`config.mk`:
```
export PLATFORM = sky130hd
export DESIGN_NAME = bus_read_ctrl
export DESIGN_NICKNAME = d
export VERILOG_FILES = /design/src/rtl/bus_read_ctrl.sv
export SDC_FILE = /design/constraint.sdc
export NUM_CORES = 1
export LEC_CHECK = 0
export BUFFER_PORTS_ARGS = -buffer_cell sky130_fd_sc_hd__buf_2
export CORE_MARGIN = 2
export CORE_UTILIZATION = 57
export DETAILED_ROUTE_END_ITERATION = 10
export GPL_TIMING_DRIVEN = 0
export MAX_ROUTING_LAYER = met4
export PLACE_DENSITY = 0.88
export SKIP_LAST_GASP = 1
export SYNTH_ARGS = -nofsm -noshare
export SYNTH_HDL_FRONTEND = slang
export SYNTH_SLANG_ARGS = --single-unit
```
`constraint.sdc`:
```
create_clock -name CLK -period 4.7 [get_ports CLK]
set_input_delay 0.94 -clock CLK [delete_from_list [all_inputs] [get_ports CLK]]
set_output_delay 0.94 -clock CLK [all_outputs]
set_load 0.05 [all_outputs]
```
`src/rtl/bus_read_ctrl.sv`:
```
// Reader end of a shared tristate data bus. Each accepted request drives an
// address with an output-enable to the remote driver, waits a fixed settle
// time, samples the bus, releases it for one turnaround cycle, and buffers
// the captured word in a show-ahead FIFO with a valid/ready consumer side.
module bus_read_ctrl #(
    parameter int WIDTH       = 8,
    parameter int AW          = 8,
    parameter int WAIT_CYCLES = 2,
    parameter int DEPTH       = 4
) (
    input  logic             CLK,
    input  logic             RST,
    input  logic             START,
    input  logic [AW-1:0]    ADDR_IN,
    output logic             BUSY,
    output logic             DROPPED,
    output logic [AW-1:0]    BUS_ADDR,
    output logic             BUS_OE,
    input  logic [WIDTH-1:0] BUS_DATA,
    output logic [WIDTH-1:0] DOUT,
    output logic             DOUT_VALID,
    input  logic             DOUT_READY,
    output logic             FULL
);

    localparam int PW = (DEPTH > 1) ? $clog2(DEPTH) : 1;
    localparam int CW = $clog2(DEPTH + 1);

    typedef enum logic [1:0] {
        IDLE  = 2'd0,
        DRIVE = 2'd1,
        TURN  = 2'd2
    } state_t;

    state_t           state_q, state_d;
    logic [3:0]       wait_q, wait_d;
    logic [AW-1:0]    addr_q, addr_d;
    logic             dropped_q, dropped_d;
    logic [PW-1:0]    wr_ptr_q, wr_ptr_d;
    logic [PW-1:0]    rd_ptr_q, rd_ptr_d;
    logic [CW-1:0]    count_q, count_d;
    logic [WIDTH-1:0] mem_q [DEPTH];

    logic             full;
    logic             empty;
    logic             accept;
    logic             push;
    logic             pop;

    assign full  = (count_q == CW'(DEPTH));
    assign empty = (count_q == '0);

    // Read sequencer: accept in IDLE, hold OE through the settle count, sample, turn around.
    always_comb begin
        state_d   = state_q;
        wait_d    = wait_q;
        addr_d    = addr_q;
        accept    = 1'b0;
        push      = 1'b0;
        unique case (state_q)
            IDLE: begin
                if (START && !full) begin
                    accept  = 1'b1;
                    addr_d  = ADDR_IN;
                    wait_d  = 4'(WAIT_CYCLES);
                    state_d = DRIVE;
                end
            end
            DRIVE: begin
                if (wait_q == 4'd0) begin
                    push    = 1'b1;
                    state_d = TURN;
                end else begin
                    wait_d = wait_q - 4'd1;
                end
            end
            TURN: begin
                state_d = IDLE;
            end
            default: begin
                state_d = IDLE;
            end
        endcase
        // Any request that is not taken this edge is reported, never queued.
        dropped_d = START && !accept;
    end

    // Capture FIFO bookkeeping; a simultaneous push and pop leaves the count unchanged.
    always_comb begin
        pop      = DOUT_READY && !empty;
        wr_ptr_d = push ? wr_ptr_q + PW'(1) : wr_ptr_q;
        rd_ptr_d = pop  ? rd_ptr_q + PW'(1) : rd_ptr_q;
        count_d  = count_q;
        unique case ({push, pop})
            2'b10:   count_d = count_q + CW'(1);
            2'b01:   count_d = count_q - CW'(1);
            default: count_d = count_q;
        endcase
    end

    // Control and FIFO state registers; reset flushes everything and aborts any read.
    always_ff @(posedge CLK) begin
        if (RST) begin
            state_q   <= IDLE;
            wait_q    <= 4'd0;
            addr_q    <= '0;
            dropped_q <= 1'b0;
            wr_ptr_q  <= '0;
            rd_ptr_q  <= '0;
            count_q   <= '0;
        end else begin
            state_q   <= state_d;
            wait_q    <= wait_d;
            addr_q    <= addr_d;
            dropped_q <= dropped_d;
            wr_ptr_q  <= wr_ptr_d;
            rd_ptr_q  <= rd_ptr_d;
            count_q   <= count_d;
        end
    end

    // FIFO storage; contents need no reset because the count gates visibility.
    always_ff @(posedge CLK) begin
        if (push && !RST) begin
            mem_q[wr_ptr_q] <= BUS_DATA;
        end
    end

    assign BUSY       = (state_q != IDLE);
    assign BUS_OE     = (state_q == DRIVE);
    assign BUS_ADDR   = addr_q;
    assign DROPPED    = dropped_q;
    assign DOUT_VALID = !empty;
    assign FULL       = full;
    // Head word is forced to zero while empty so DOUT is defined out of reset.
    assign DOUT       = empty ? '0 : mem_q[rd_ptr_q];

endmodule

```
Word level (Yosys, flattened, before mapping)
Memories as Yosys holds them, arrays and structs flattened. A register that Yosys moved wholly into a read port is not among the register bits.
Index checks and enable logic that the tools add are counted.
- register bits after elaboration: 22
- bits in writable memories: 32
- output and inout bits: 21
- logic and storage cells: 53
- memories: 1
- add/subtract/negate cells: 5
- eq/ne operators: 7
- mux-type cells: 16
- reductions and logical operators: 17
- memories (memory ; depth ; width ; rd ports ; clocked after memory_dff ; write ports ; line ; text):
    mem_q ; 4 ; 8 ; 1 ; 1 ; 1 ; 42 ; logic [WIDTH-1:0] mem_q [DEPTH];
- operator list (cell ; number):
    2-bit 2-to-1 mux ; 4
    4-bit 2-to-1 mux ; 2
    8-bit 2-to-1 mux ; 1
    4-bit one-hot mux with 2 select lines ; 1
    1-bit 2-to-1 mux ; 6
    3-bit one-hot mux with 2 select lines ; 1
    2-bit nonzero test ; 3
    2-bit by 1-bit adder with 2-bit output, second input constant ; 2
    2-bit by 1-bit equality test with 1-bit output, second input constant ; 2
    1-bit logical AND ; 4
    1-bit logical NOT ; 4
    4-bit logical NOT ; 1
    2-bit inequality test, second input constant ; 2
    2-bit one-hot mux with 2 select lines ; 1
    2-bit AND reduction ; 2
    4-bit by 1-bit subtractor with 4-bit output, second input constant ; 1
    3-bit by 1-bit adder with 3-bit output, second input constant ; 1
    3-bit equality test, second input constant ; 1
    3-bit logical NOT ; 1
    3-bit AND reduction ; 1
    3-bit by 1-bit subtractor with 3-bit output, second input constant ; 1
    2-bit equality test, second input constant ; 1
    2-bit logical NOT ; 1
    2-bit by 1-bit inequality test with 1-bit output, second input constant ; 1

Longest topological paths before layout
- depth after elaboration: 7
- mapped depth: 10

Least setup slack after synthesis
No wires, ideal clock.
- path kind: register to output
- from: reg (tool-made name)
- to: out DOUT[0]
- arrival: 1.510 ns
- setup slack: 2.250 ns
- stages on the path, launching flop included: 4
- cell sequence: dfxtp_1 buf_2 mux4_2 nor2b_1
- RTL lines (item ; line ; text):
    end: declaration ; 20 ; output logic [WIDTH-1:0] DOUT,

Worst setup path after layout
- from: reg count_q[0]
- to: out DOUT[5]
- longest elaborated chain between the ends: 2
- ends and longest elaborated chain (item ; line ; text):
    start: declaration ; 41 ; logic [CW-1:0] count_q, count_d;
    start signal: assignment ; 118 ; count_q <= count_d;
    3-bit logical NOT ; 51 ; assign empty = (count_q == '0);
    8-bit 2-to-1 mux ; 136 ; assign DOUT = empty ? '0 : mem_q[rd_ptr_q];
Every way passes these cells.

==> key figures <==
Outcome
  • Status: finished clean

Worst setup path
  • WS Path Type: flop to output pin
  • FF-to-FF Start: state_q[1]$_SDFFE_PP0P_
  • Worst r2r dst: count_q[2]$_SDFFE_PP0P_
  • Flop2flop setup slack: between 2 and 2.5 ns
  • Worst-case reg-to-reg path depth: 10
  • CP Launch Point: count_q[0]$_SDFFE_PP0P_
  • Critical Path End: DOUT[5]
  • CP endpoint kind: output pin
  • CP Max Fanout: 9
  • Worst Path Arrival: between 1.5 and 2 ns
  • CP Data Required Time: between 3 and 4 ns
  • Worst Setup Start Kind: flop

CTS
  • CTS buffer count: 5
  • Post-CTS sizing: 0
  • H-tree Lvls: 2
  • CTS tree: yes
  • Clk sinks: 56
  • Postcts setup bufs: 0
  • Root Buffer: clkbuf_8
  • Clock Tree Buf Depth: 2
  • Clock slew at reported path FFs: about 0.090 ns
  • # hold bufs at CTS: 0
  • Insertion delay to the later sink of the worst-skew pair: approximately 0.30 ns

Power and ir drop
  • Power Total: 0.001286 W
  • Peak supply drop: roughly 0.00028 V
  • Lkg Pwr: between 1 and 1.5 nW
  • Power Density: around 480 mW/mm^2

Detailed routing
  • Antenna Nets Post-Route: 0
  • Vias post-DR: 1484
  • DRT Pass-1 Iters: 4
  • Iter 0 DRT Violations: around 120
  • Routed wire length: 4.261 mm
  • Via density: 5.396
  • Post-route DRC: 0
  • DR WL/cell: between 15 and 20 microns

Timing
  • WHS: roughly 0.48 ns
  • RSZ-0062 raised after global routing: false
  • Total negative slack: 0 ns
  • Setup Skew: 0.009571 ns
  • Final hold vios: 0
  • Slew @ Worst Pin: 1.043 ns
  • Slew margin rel.: 0.2996
  • Minimum clock period: about 2.8 ns
  • Tcrit/Tclk final: 0.6060
  • F_max: approximately 0.35 GHz
  • Final setup violation count: 0
  • Slew Limit Fails: 0

Logic synthesis
  • Mux contribution to synthesized area: 0.07717
  • Post-synthesis adder-cell area fraction: 0.04609
  • Syn avg cell area: around 13 sq um
  • Sequential fraction of the synthesis area: 0.6174
  • Mapped Cells: approximately 180
  • Syn nets: 205
  • Synth Area in Compound Gates: 0.08307
  • Synth top area cells: edfxtp_1 (41%), dfxtp_1 (21%), mux4_2 (7.7%)
  • YS warnings: 0
  • Post-synth top area cell: edfxtp_1
  • Top cell type's share of synthesized area: 0.4116
  • Cell area after synthesis: approximately 0.0023 sq mm
  • Largest family of logic cells by synthesized area: simple AND/OR/NAND/NOR gates
  • Synth Area in Simple Gates: 0.1233
  • Post-synthesis xor/xnor area fraction: 0.01501
  • Netlist cell types: 38
  • #FFs+latches synth: 56

GRT
  • First-pass GRT wire length: 6.596 mm
  • Initial antenna violation count: 0
  • Largest net degree at the start of global routing: 17
  • Vias in the first global route: approximately 1400
  • Total GRT Usage: 0.2092
  • Gr ovfl total: 0

Final layout
  • Layout area overhead: 14.79%
  • Fillers: 292
  • Area occupied by multi-input gates: just over 800 sq um
  • Util after Layout: 0.6749
  • Non-Filler Instances: 275
  • Nets: between 200 and 300
  • Layout cells sized above 1: 0.2889
  • Register area: approximately 0.0014 sq mm
  • Ant. Diodes: 0

Die
  • Die span in x: slightly below 70 microns
  • Full die area: roughly 0.0046 sq mm
  • Initial Util: 0.5879
  • Core ar.: around 0.0040 sq mm
  • Die H: between 60 and 70 microns
  • I/O Pins: about 40
  • Row count: 23

Placed design
  • # placed instances: 267
  • Input/output buffers: 40
  • GP Congestion: 0.7706
  • HPWL after DPL: 3.116 mm

Run
  • Max-cap violations: 0

Hold path
  • Hold-critical path depth: 2
  • Worst Hold Class: flop to flop
report_power, final:
group	total, W	internal [W]	switching (W)	leakage, nW
Combinational	0.000464	0.000142	0.000322	0.497
Sequential	0.000578	0.000553	0.0000259	0.484
Clock	0.000244	0.000101	0.000143	0.0415
worst max-delay path, stage by stage (launching register included):
cell	delay, ns
dfxtp_1	0.38
nor3_1	0.85
nor2b_1	0.12
buf_2	0.26
worst min-delay path by stage:
stage                             start                  endpoint
2_1_floorplan  wr_ptr_q[0]$_SDFFE_PP0N_  wr_ptr_q[0]$_SDFFE_PP0N_
3_3_place_gp   BUS_ADDR[1]$_SDFFE_PP0P_  BUS_ADDR[1]$_SDFFE_PP0P_
3_5_place_dp   BUS_ADDR[0]$_SDFFE_PP0P_  BUS_ADDR[0]$_SDFFE_PP0P_
4_1_cts        BUS_ADDR[6]$_SDFFE_PP0P_  BUS_ADDR[6]$_SDFFE_PP0P_
5_1_grt        BUS_ADDR[6]$_SDFFE_PP0P_  BUS_ADDR[6]$_SDFFE_PP0P_
6_report       BUS_ADDR[6]$_SDFFE_PP0P_  BUS_ADDR[6]$_SDFFE_PP0P_
synthesized netlist by cell type:
cell       n
ha_1       7
dfxtp_1   24
a221oi_1   1
nor3_1     1
or3_1      2
o21ai_0   11
nor3b_1    1
inv_1     10
o311ai_0   1
nor3b_2    1
a22oi_2    1
nand2b_1   2
and2_1     4
fa_1       1
clkinv_1   1
buf_4      2
nand3b_1   1
buf_6      1
mux4_2     8
clkbuf_1   3
o211ai_1   2
or3b_2     1
or3b_1     2
nor3_2     1
nand2_1    1
buf_2      2
nor2b_1    8
a22o_1     1
nand4b_1   1
or4_1      1
o31ai_1    1
xor2_1     4
nor2_1    10
edfxtp_1  32
a21oi_1   13
a31oi_1    2
nand3_1   11
or2_2      1
registers in the layout, indices dropped and copies added (netlist names), named ones only:
register and cells:
count_q 3, wait_q 4, rd_ptr_q 2, BUS_ADDR 8, mem_q 32, DROPPED 1
state_q 2, wr_ptr_q 2
layer usage:
layer  track usage  vias to the layer above  wire [microns]
met1        0.2650                      708            1817
met5             -                        -               0
met4       0.06750                        0              52
li1              -                      742               -
met3       0.05428                        5             175
met2        0.3313                       29            2216
logic make-up (layout without fill, tap and decap cells):
group                    count (synthesis)  count (layout)
AND/OR/NAND/NOR                         49              49
buffers and inverters                   19              67
multiplexers                             8               8
XOR/XNOR                                 4               4
AO/OA/AOI/OAI                           33              33
flip-flops                              56              56
adder cells (fa/ha/maj)                  8               8
final cells by class:
cell class | count | share of cell area
Sequential cell | 56 | 0.5378
Clock buffer | 5 | 0.02568
Inverter | 11 | 0.01541
Multi-Input combinational cell | 102 | 0.3002
Buffer | 8 | 0.01774
Timing Repair Buffer | 40 | 0.07470
Tap cell | 50 | 0.02334
Clock inverter | 3 | 0.005135
cells in the final DEF, fill, tap and decap left out, types with 8 or more instances in the layout:
master / netlist / routed
inv_1: 10 / 10
a21oi_1: 13 / 13
edfxtp_1: 32 / 32
dfxtp_1: 24 / 24
mux4_2: 8 / 8
buf_2: 2 / 42
nor2b_1: 8 / 8
nor2_1: 10 / 10
nand3_1: 11 / 11
o21ai_0: 11 / 11
stage by stage:
| step | setup slack [ns] | cell area [sq um] |
|---|---|---|
| floorplan | 2.250 | 2335 |
| global placement | 2.146 | 2597 |
| detailed placement | 2.162 | 2597 |
| CTS | 1.830 | 2680 |
| global route | 1.698 | 2680 |
| finish | 1.852 | 2680 |
No activity file was read; power rests on OpenSTA's default activity.
